<file path="src/rtl/enigma_stream_ctrl.sv">
`default_nettype none
// +--------------------------------------------------------------------------+
// | enigma_stream_ctrl                                                       |
// | ASCII byte-stream front end that sequences a three-rotor Enigma core.   |
// | Revision: 1.0                                                            |
// +--------------------------------------------------------------------------+
module enigma_stream_ctrl #(
    parameter logic PASS_NONALPHA = 1'b1
) (
    input  logic        clk,
    input  logic        reset,
    input  logic        cfg_valid,
    input  logic [4:0]  cfg_pos_r1,
    input  logic [4:0]  cfg_pos_r2,
    input  logic [4:0]  cfg_pos_r3,
    output logic        cfg_ready,
    output logic        cfg_err,
    input  logic        in_valid,
    input  logic [7:0]  in_data,
    output logic        in_ready,
    output logic        out_valid,
    output logic [7:0]  out_data,
    input  logic        out_ready,
    output logic        core_load,
    output logic [4:0]  core_pos_r1,
    output logic [4:0]  core_pos_r2,
    output logic [4:0]  core_pos_r3,
    output logic        core_step,
    output logic [4:0]  core_char,
    input  logic [4:0]  core_char_out,
    output logic [15:0] char_count
);

    typedef enum logic [2:0] {
        S_UNCFG = 3'd0,
        S_READY = 3'd1,
        S_STEP  = 3'd2,
        S_ENC   = 3'd3,
        S_OUT   = 3'd4
    } state_t;

    localparam logic [7:0] c_ASCII_A = 8'h41;
    localparam logic [7:0] c_ASCII_LA = 8'h61;

    state_t      r_state;
    logic        r_cfg_err;
    logic        r_core_load;
    logic [4:0]  r_pos_r1;
    logic [4:0]  r_pos_r2;
    logic [4:0]  r_pos_r3;
    logic [4:0]  r_idx;
    logic [7:0]  r_out_data;
    logic [15:0] r_char_count;

    logic        w_cfg_ready;
    logic        w_in_ready;
    logic        w_cfg_accept;
    logic        w_cfg_legal;
    logic        w_byte_accept;
    logic        w_is_upper;
    logic        w_is_lower;
    logic [4:0]  w_idx;

    assign w_cfg_ready   = (r_state == S_UNCFG) || (r_state == S_READY);
    // A pending config always takes priority over a pending byte.
    assign w_in_ready    = (r_state == S_READY) && !cfg_valid;
    assign w_cfg_accept  = cfg_valid && w_cfg_ready;
    assign w_cfg_legal   = (cfg_pos_r1 <= 5'd25) && (cfg_pos_r2 <= 5'd25) && (cfg_pos_r3 <= 5'd25);
    assign w_byte_accept = in_valid && w_in_ready;
    assign w_is_upper    = (in_data >= 8'h41) && (in_data <= 8'h5A);
    assign w_is_lower    = (in_data >= 8'h61) && (in_data <= 8'h7A);
    assign w_idx         = w_is_upper ? 5'(in_data - c_ASCII_A) : 5'(in_data - c_ASCII_LA);

    always_ff @(posedge clk) begin
        if (reset) begin
            r_state      <= S_UNCFG;
            r_cfg_err    <= 1'b0;
            r_core_load  <= 1'b0;
            r_pos_r1     <= 5'd0;
            r_pos_r2     <= 5'd0;
            r_pos_r3     <= 5'd0;
            r_idx        <= 5'd0;
            r_out_data   <= 8'h00;
            r_char_count <= 16'd0;
        end else begin
            r_cfg_err   <= 1'b0;
            r_core_load <= 1'b0;
            case (r_state)
                S_UNCFG, S_READY: begin
                    if (w_cfg_accept) begin
                        if (w_cfg_legal) begin
                            r_pos_r1     <= cfg_pos_r1;
                            r_pos_r2     <= cfg_pos_r2;
                            r_pos_r3     <= cfg_pos_r3;
                            r_core_load  <= 1'b1;
                            r_char_count <= 16'd0;
                            r_state      <= S_READY;
                        end else begin
                            r_cfg_err <= 1'b1;
                        end
                    end else if (w_byte_accept) begin
                        if (w_is_upper || w_is_lower) begin
                            r_idx   <= w_idx;
                            r_state <= S_STEP;
                        end else if (PASS_NONALPHA) begin
                            r_out_data <= in_data;
                            r_state    <= S_OUT;
                        end
                    end
                end
                S_STEP: r_state <= S_ENC;
                // The rotors advanced at the S_STEP edge, so core_char_out is now valid.
                S_ENC: begin
                    r_out_data   <= c_ASCII_A + {3'b000, core_char_out};
                    r_char_count <= r_char_count + 16'd1;
                    r_state      <= S_OUT;
                end
                S_OUT: begin
                    if (out_ready) begin
                        r_state <= S_READY;
                    end
                end
                default: r_state <= S_UNCFG;
            endcase
        end
    end

    assign cfg_ready   = w_cfg_ready;
    assign cfg_err     = r_cfg_err;
    assign in_ready    = w_in_ready;
    assign out_valid   = (r_state == S_OUT);
    assign out_data    = r_out_data;
    assign core_load   = r_core_load;
    assign core_pos_r1 = r_pos_r1;
    assign core_pos_r2 = r_pos_r2;
    assign core_pos_r3 = r_pos_r3;
    assign core_step   = (r_state == S_STEP);
    assign core_char   = r_idx;
    assign char_count  = r_char_count;

endmodule
`default_nettype wire
</file>
<file path="config.mk">
export PLATFORM = sky130hd
export DESIGN_NAME = enigma_stream_ctrl
export DESIGN_NICKNAME = d
export VERILOG_FILES = /design/src/rtl/enigma_stream_ctrl.sv
export SDC_FILE = /design/constraint.sdc
export NUM_CORES = 1
export LEC_CHECK = 0
export CAP_MARGIN = 0
export CORE_ASPECT_RATIO = 0.6
export CORE_UTILIZATION = 51
export CTS_BUF_LIST = sky130_fd_sc_hd__clkbuf_8
export CTS_CLUSTER_SIZE = 14
export DETAILED_ROUTE_END_ITERATION = 6
export PLACE_DENSITY_LB_ADDON = 0.12
export SYNTH_ARGS = -nofsm -noshare
export SYNTH_HDL_FRONTEND = slang
export SYNTH_SLANG_ARGS = --single-unit
</file>
<file path="constraint.sdc">
create_clock -name clk -period 5.6 [get_ports clk]
set_clock_uncertainty 0.05 [all_clocks]
set_input_delay 0.56 -clock clk [delete_from_list [all_inputs] [get_ports clk]]
set_output_delay 0.56 -clock clk [all_outputs]
set_load 0.1 [all_outputs]
</file>
==> results by group, run 1 <==
Status
  – Status: finished, final reports clean

Yosys
  – Synth Area per Inst: 9.34 um2
  – Syn_nets: between 200 and 300
  – Yosys top cell by area: dfxtp_1
  – Mapped Area: 2440 um2
  – Synth Flop Type: dfxtp_1
  – Top-area cell type share of the netlist area: 40.2%
  – Syn Inst Count: 261
  – Top cells by area, synth: dfxtp_1 (40%), mux2i_1 (9.0%), nor2_1 (6.9%), xnor2_1 (5.0%), ha_1 (2.6%)
  – Sequential share of the synthesized area: 40.2%
  – Synth unique cells: 44
  – Number of synthesized flops with an enable pin: 0
  – Flops & latches, synth: 49
  – Warnings, synthesis: 0
  – Async SR Flop Fraction: 0%

Min path
  – Hold Path Origin: out_data[6]
  – Hold Path Depth: 2
  – Hold Path Class: flip-flop to flip-flop
  – WHS Endpoint: out_data[6]

Power
  – Switching share of power: between 30% and 40%
  – Comb pwr share: between 20% and 30%
  – Maximum VDD drop: between 0.15 and 0.2 mV
  – Switching power: 0.000256 W
  – Int Pwr: around 0.00056 W
  – Leakage power: between 1 and 1.5 nW
  – Power density over the cells: ~240 nW/um2
  – Reg power frac: 45.1%
  – Clock power frac: 31.8%

Floorplan
  – Die area: 5070 um2
  – Die W: 91.3 um
  – IO Count: 83
  – Core ar.: 4590 um2
  – Die height: 55.6 um
  – Initial Utilization: between 50% and 60%
  – Row count: 19

Timing
  – Final Hold Viols: 0
  – Finish-stage setup viols: 0
  – Setup TNS: 0 ns
  – Least-Margin Pin Slew: 1.01 ns
  – Post-layout min period: 3.33 ns
  – Tcrit/Tclk final: 59.4%
  – Final Max Tran Viols: 0
  – Unrepaired setup endpoints after global routing: no
  – WHS: 0.424 ns
  – Slew HR: 32.7%
  – Max Clk Rate: 301 MHz

Layout
  – Total area of sequential cells: 981 um2
  – Area used by multi-input combinational logic: approximately 1400 um2
  – Ant diodes: 0
  – Area growth syn-to-layout: 40.1%
  – Nets: about 380
  – Share of cells above drive strength 1: roughly 7.9%
  – Most frequent cells in the layout: clkdlybuf4s50_1 (82), dfxtp_1 (49), nor2_1 (45)
  – Commonest non-fill, non-tap cell in the layout: clkdlybuf4s50_1
  – Number of fillers in the final layout: 335

Setup path
  – Critical path required time: 4.99 ns
  – Crit Path Max Fanout: 5
  – Worst r2r src: r_state[1]
  – Setup crit start kind: input pin
  – Crit end category: primary output
  – Kind of critical path: input pin to primary output
  – Worst EP arrival: 2.72 ns
  – Crit path launch: cfg_valid
  – Reg-to-reg slack, setup: ~3.5 ns
  – Register-to-Register Path Depth: 4
  – R2R Path End: char_count[5]

Routing
  – Initial drt markers: 101
  – Total Wirelength: 5800 um
  – Vias: between 2,000 and 2,500
  – Drt wl/cell: 14.3 um
  – Final ANT Viol Nets: 0
  – Pre-antenna DRT Iters: 4
  – Drc violations: 0
  – DR vias/cell: approximately 5.3

Clock tree
  – Post-CTS setup buffers: 0
  – Clock tree buffer depth: 2
  – Num CTS Buffers: 5
  – Skew-Pair Late Insertion Delay: 0.30 ns
  – CTS tree: yes
  – Clock transition at path regs: 0.09 ns
  – Clk sinks: 49
  – # hold bufs at CTS: 0
  – Post-CTS sizing: 0
  – CTS root buf: clkbuf_8
  – H-tree depth: 2

GRT
  – Tot GR Track Use: between 20% and 30%
  – Congestion Overflow GR: 0
  – First-pass GRT wire length: 9490 um
  – Largest net degree at the start of global routing: 35
  – Initial antenna violation count: 0
  – Vias in the first global route: slightly below 2,000

Place
  – Post-DP HPWL: about 4400 um
  – IO buf count: 82
  – GPL Wtd Cong: 0.842

Run
  – Max cap viols: 0
## per-layer routing
layer / routed length (um) / global-route usage (%) / part of all wire [%]
met5: 0 / 0 / 0
met2: 2500 / 35.3 / 43
met3: 465 / 8.54 / 8.0
met1: 2800 / 32.8 / 48
met4: 35 / 5.90 / 0.60
## stage by stage
step,utilization (%),cell area [um2],total power [W],std cells,setup WS (ns)
3_5_place_dp,71.9,3300,0.000560,397,2.32
2_1_floorplan,-,2440,0.000500,261,2.11
4_1_cts,74.4,3420,0.000818,405,2.30
6_report,74.4,3420,0.000811,405,2.27
3_3_place_gp,71.9,3300,0.000557,397,2.30
5_1_grt,74.4,3420,0.000844,405,2.25
## cell usage after synthesis, drive strengths merged, types with 2 or more instances
| cell | number |
|---|---|
| nor4 | 8 |
| a21oi | 4 |
| nand4b | 3 |
| ha | 5 |
| buf | 6 |
| clkbuf | 5 |
| mux2i | 22 |
| nand2 | 9 |
| inv | 6 |
| nor3 | 9 |
| a211o | 5 |
| nand4 | 7 |
| xor2 | 6 |
| dfxtp | 49 |
| nor2b | 9 |
| o211ai | 3 |
| o32ai | 2 |
| nor3b | 2 |
| a211oi | 3 |
| nor2 | 46 |
| nand3b | 4 |
| mux2 | 6 |
| nand2b | 6 |
| nand3 | 11 |
| xnor2 | 14 |
## area by class of cell
type	instances	area share (%)
clock buffer	5	2.01
clock inverter	3	1.36
multi-input combinational	195	40.5
timing repair buffer	84	24.5
inverter	6	0.659
tap	63	2.31
sequential	49	28.7
## worst max-delay path by stage
stage | end | slack (ns)
floorplan | in_ready | 2.11
global placement | in_ready | 2.30
detailed placement | in_ready | 2.32
CTS | in_ready | 2.30
global route | in_ready | 2.25
finish | in_ready | 2.27
## cells by family (layout without fill, tap and decap cells)
family / Yosys count / after routing / share of synthesized area (%)
AOI/OAI and AO/OA: 23 / 23 / 8.36
and+or+nand+nor: 119 / 119 / 26.3
DFF: 49 / 49 / 40.2
buffers and inverters: 17 / 98 / 3.08
muxes: 28 / 28 / 12.3
xor gates and xnor gates: 20 / 20 / 7.18
adders and majority gates: 5 / 5 / 2.57
## critical path: stages
cell and delay [ns]:
clkdlybuf4s50_1 0.50, or2_2 0.35, nor3_1 0.14, clkdlybuf4s50_1 1.17
## registers in the layout, summed over array words and instances, names as in the netlist
name,cells
core_load,1
core_pos_r2,5
r_state,3
char_count,16
out_data,8
core_char,5
core_pos_r3,5
core_pos_r1,5
cfg_err,1
## power groups by stage
stage	registers, W	logic (W)	clock network, W
3_5_place_dp	0.000374	0.000186	0
5_1_grt	0.000367	0.000196	0.000281
6_report	0.000366	0.000187	0.000258
3_3_place_gp	0.000373	0.000184	0
4_1_cts	0.000366	0.000187	0.000265
2_1_floorplan	0.000438	0.0000618	0
Power figures use the tool's default switching activity.
==> run 2, diff against run 1 <==
CORE_UTILIZATION = 47   (was 51)
clock period = 3.1 ns   (was 5.6 ns; I/O delays follow)
==> run 2 against run 1 <==
Via count rose by 1.6%. Sequential power rose by 81%. Non-clock buffer count did not move. Combinational power rose by 79%. Critical endpoint is now core_char[2].
==> results by group, run 2 (synthesis results as in run 1) <==
Setup path
  – Crit Path Max Fanout: 6
  – Worst r2r src: r_state[1]
  – Buffers and inverters on the worst path: 2
  – Slowest CP cell: or4_4
  – Family with the most delay on the worst path: simple AND/OR/NAND/NOR gates
  – Worst path max stage delay: roughly 0.57 ns
  – Crit end category: flip-flop
  – Setup crit start kind: input pin
  – Worst EP arrival: 2.44 ns
  – Critical path required time: 3.24 ns
  – Cell Chain, Critical Path: clkdlybuf4s50_1 -> inv_1 -> ha_1 -> or3b_4 -> nor3_4 -> or4_4 -> mux2_4
  – Crit path launch: in_data[0]
  – Kind of critical path: input pin to flip-flop

Place
  – GPL Wtd Cong: 0.810
  – Post-DP HPWL: 4550 um
  – Post-Place Cells: 397
  – IO buf count: 82
  – Placement Cell Area: 3250 um2

Layout
  – Number of fillers in the final layout: between 300 and 400
  – Share of cells above drive strength 1: 15.8%
  – Ant diodes: 0
  – Final core occ: between 60 and 70%
  – Total area of sequential cells: 981 um2
  – Cell area after layout: 3340 um2
  – Area used by multi-input combinational logic: 1390 um2
  – Final non-filler cell total: between 400 and 500
  – Area growth syn-to-layout: 37.1%
  – Nets: 379
  – Commonest non-fill, non-tap cell in the layout: clkdlybuf4s50_1
  – Most frequent cells in the layout: clkdlybuf4s50_1 (57), dfxtp_1 (49), nor2_1 (45)
  – Max reg flops: 16

Timing
  – Final Hold Viols: 0
  – WHS: 0.429 ns
  – Max Clk Rate: 436 MHz
  – Final Max Tran Viols: 0
  – Tcrit/Tclk final: 74.0%
  – Setup TNS: 0 ns
  – Post-layout min period: 2.30 ns
  – Unrepaired setup endpoints after global routing: no
  – Finish-stage setup viols: 0
  – Slew HR: 32.6%
  – Least-Margin Pin Slew: 1.01 ns

Floorplan
  – Die W: 95.0 um
  – Initial Utilization: between 50% and 60%
  – Row count: 19
  – IO Count: 83
  – Core ar.: approximately 4800 um2
  – Die height: around 58 um
  – Die area: ~5500 um2

Routing
  – Final ANT Viol Nets: 0
  – Initial drt markers: 84
  – Drt wl/cell: 14.8 um
  – Total Wirelength: 6010 um
  – DR vias/cell: 5.34
  – Pre-antenna DRT Iters: 4
  – Drc violations: 0
  – Vias: 2,163

GRT
  – Largest net degree at the start of global routing: 35
  – Congestion Overflow GR: 0
  – Tot GR Track Use: 23.0%
  – Initial antenna violation count: 0
  – Vias in the first global route: 2,005
  – First-pass GRT wire length: 9710 um

Clock tree
  – Post-CTS setup buffers: 0
  – Clock tree buffer depth: 2
  – Clock transition at path regs: 0.09 ns
  – CTS root buf: clkbuf_8
  – CTS tree: yes
  – Skew-Pair Late Insertion Delay: about 0.30 ns
  – Post-CTS sizing: 0
  – Clk sinks: 49
  – Num CTS Buffers: 5
  – H-tree depth: 2
  – # hold bufs at CTS: 0

Power
  – Maximum VDD drop: 0.315 mV
  – Leakage power: about 1.3 nW
  – Power density over the cells: around 420 nW/um2

Status
  – Status: finished, final reports clean

Min path
  – Hold Path Origin: out_data[6]
  – Hold Path Class: flip-flop to flip-flop

Run
  – Max cap viols: 0
==> run 2: worst min-delay path: stages, from the launching register on <==
cell and delay, ns:
dfxtp_1 0.33, inv_1 0.05, a211oi_1 0.06
==> run 2: layer usage <==
metal / up-vias / wire length (um) / GRT usage [%]
met3: 4 / 611 / 9.71
met4: 0 / 25 / 4.55
met5: - / 0 / 0
met1: 1003 / 2910 / 32.6
met2: 79 / 2460 / 32.5
li1: 1077 / - / -
==> run 2: path summary, 6_finish.rpt <==
| kind | cells after the start | slack [ns] | to |
|---|---|---|---|
| setup reg to reg | 4 | 1.08 | char_count[15] |
| hold reg to reg | 2 | 0.43 | out_data[6] |
| hold / removal | 2 | 0.43 | out_data[6] |
| setup / recovery | 7 | 0.80 | core_char[2] |
==> run 2: final cells by class <==
| cell class | count | area share [%] |
|---|---|---|
| clock buffers | 6 | 2.47 |
| clock inverters | 2 | 0.412 |
| inverters | 6 | 0.673 |
| multi-input cells | 195 | 41.6 |
| flip-flops and latches | 49 | 29.3 |
| well taps | 63 | 2.36 |
| repair buffers | 84 | 23.1 |
==> run 2: metrics by stage <==
| step | power (W) | setup WS [ns] |
|---|---|---|
| 5_1_grt | 0.00146 | 0.724 |
| 4_1_cts | 0.00141 | 0.798 |
| 3_5_place_dp | 0.00101 | 0.478 |
| 6_report | 0.00140 | 0.805 |
| 3_3_place_gp | 0.00101 | 0.554 |
| 2_1_floorplan | 0.000904 | 0.775 |
==> run 2: report_power, final <==
group	total [W]	internal [W]	leakage [nW]	switching [W]
sequential	0.000661	0.000648	0.397	0.0000134
combinational	0.000335	0.000112	0.883	0.000224
clock	0.000405	0.000181	0.0512	0.000224
==> run 3, diff against run 2 <==
CORE_UTILIZATION = 42   (was 47)
clock period = 2 ns   (was 3.1 ns; I/O delays follow)
==> run 3 against run 2 <==
Worst hold slack lost 0.012 ns. Clock power grew 54%. Clock-buffer cell count is the same. First-iteration DRC count shrank 11%. Via count grew 1.6%. Sequential cell count is the same. Global-route usage shrank 3.5 points. Worst setup slack lost 0.69 ns. Final area grew 8.4%. Cell count grew 12%.
==> results by group, run 3 (synthesis results as in run 1) <==
Timing
  – Tcrit/Tclk final: 94.4%
  – Least-Margin Pin Slew: between 0.4 and 0.5 ns
  – Unrepaired setup endpoints after global routing: no
  – Final Hold Viols: 0
  – Final setup margin: roughly 0.11 ns
  – Finish-stage setup viols: 0
  – Final Max Tran Viols: 0
  – Max Clk Rate: approximately 530 MHz
  – Post-layout min period: 1.89 ns
  – Slew HR: between 60% and 70%

Layout
  – Ant diodes: 0
  – Share of cells above drive strength 1: approximately 33%
  – Final non-filler cell total: 452
  – Nets: 409
  – Area growth syn-to-layout: 48.6%
  – Commonest non-fill, non-tap cell in the layout: buf_4
  – Max reg flops: 16
  – Number of fillers in the final layout: 469
  – Most frequent cells in the layout: buf_4 (76), nor2_1 (45), dfxtp_1 (38)
  – Cell area after layout: between 3000 and 4000 um2
  – Final core occ: 64.8%

Setup path
  – Worst EP arrival: 1.64 ns
  – Critical path required time: around 1.8 ns
  – Crit end category: primary output
  – Crit Path Max Fanout: 9
  – Setup crit start kind: flip-flop
  – Kind of critical path: flip-flop to primary output

Status
  – Status: finished, final reports clean

Clock tree
  – Skew-Pair Late Insertion Delay: 0.30 ns
  – Clock tree buffer depth: 2
  – Num CTS Buffers: 5
  – CTS root buf: clkbuf_8
  – Clk sinks: 49
  – Clock transition at path regs: 0.09 ns
  – H-tree depth: 2
  – CTS tree: yes

Power
  – Power density over the cells: 611 nW/um2
  – Total power: between 0.002 and 0.0025 W
  – Maximum VDD drop: 0.454 mV
  – Leakage power: 1.57 nW

GRT
  – Initial antenna violation count: 0
  – Largest net degree at the start of global routing: 29
  – Tot GR Track Use: 19.5%
  – Congestion Overflow GR: 0
  – Vias in the first global route: 1,906
  – First-pass GRT wire length: slightly above 9000 um

Routing
  – Drc violations: 0
  – Pre-antenna DRT Iters: 4
  – Total Wirelength: ~5900 um
  – Drt wl/cell: 13.1 um
  – Initial drt markers: 75
  – DR vias/cell: 4.86
  – Vias: 2,197
  – Final ANT Viol Nets: 0

Place
  – DP Worst Slack: -0.293 ns
  – Post-DP HPWL: 4680 um
  – IO buf count: 82
  – Placement Cell Area: 3520 um2
  – GPL Wtd Cong: between 0.8 and 0.9
  – Post-Place Cells: 444

Floorplan
  – Initial Utilization: 43.6%
  – IO Count: slightly above 80
  – Row count: 21
  – Die area: 6130 um2
  – Die W: 100 um
  – Core ar.: 5600 um2
  – Die height: 61.0 um

Min path
  – Hold Path Class: flip-flop to flip-flop

Run
  – Max cap viols: 0
run 3: cell types whose count changed in the layout (fill, tap and decap cells not counted), sizes merged:
cell,before,now
buf,27,82
dlymetal6s2s,0,2
clkdlybuf4s50,57,30
run 3: layer usage:
| metal | routed length (um) | track usage, % | vias up |
|---|---|---|---|
| li1 | - | - | 1135 |
| met1 | 3230 | 29.4 | 995 |
| met2 | 2250 | 27.6 | 62 |
| met3 | 397 | 5.68 | 5 |
| met4 | 33 | 3.73 | 0 |
| met5 | 0 | 0 | - |
run 3: final timing paths:
path                            slack [ns]        endpoint  depth (start not counted)         from
worst max-delay path                  0.11        in_ready                          4   r_state[2]
worst min-delay path                  0.42     out_data[6]                          2  out_data[6]
worst max register to register        0.25  char_count[15]                          4   r_state[0]
worst min register to register        0.42     out_data[6]                          2  out_data[6]
run 3: power breakdown:
group / switching (W) / total (W) / internal [W]
Clock: 0.000341 / 0.000622 / 0.000281
Sequential: 0.0000204 / 0.00102 / 0.00100
Combinational: 0.000356 / 0.000568 / 0.000212
run 3: layout make-up:
type | instances | area [um2] | area share, %
Sequential cell | 49 | 995 | 27.4
Inverter | 6 | 22.5 | 0.621
Multi-Input combinational cell | 195 | 1400 | 38.5
Timing Repair Buffer | 114 | 1020 | 28.0
Tap cell | 80 | 100 | 2.76
Clock inverter | 2 | 13.8 | 0.380
Clock buffer | 6 | 82.6 | 2.28
run 3: timing repair:
action,CTS,global route
hold buffers,0,0
buffers inserted,0,0
gates resized for setup,0,5
hold endpoints to repair,0,0
endpoints found under the setup margin,0,5
run 3: critical path: stages (launching register included):
cell and delay (ns):
dfxtp_1 0.40, buf_4 0.19, or2_2 0.33, nor3_2 0.20, buf_12 0.21
run 3: per-stage QoR:
step,hold slack [ns],setup TNS (ns)
global route,0.438,0
global placement,0.397,-2.33
floorplan,0.294,-0.498
finish,0.417,0
CTS,0.418,0
detailed placement,0.395,-2.94
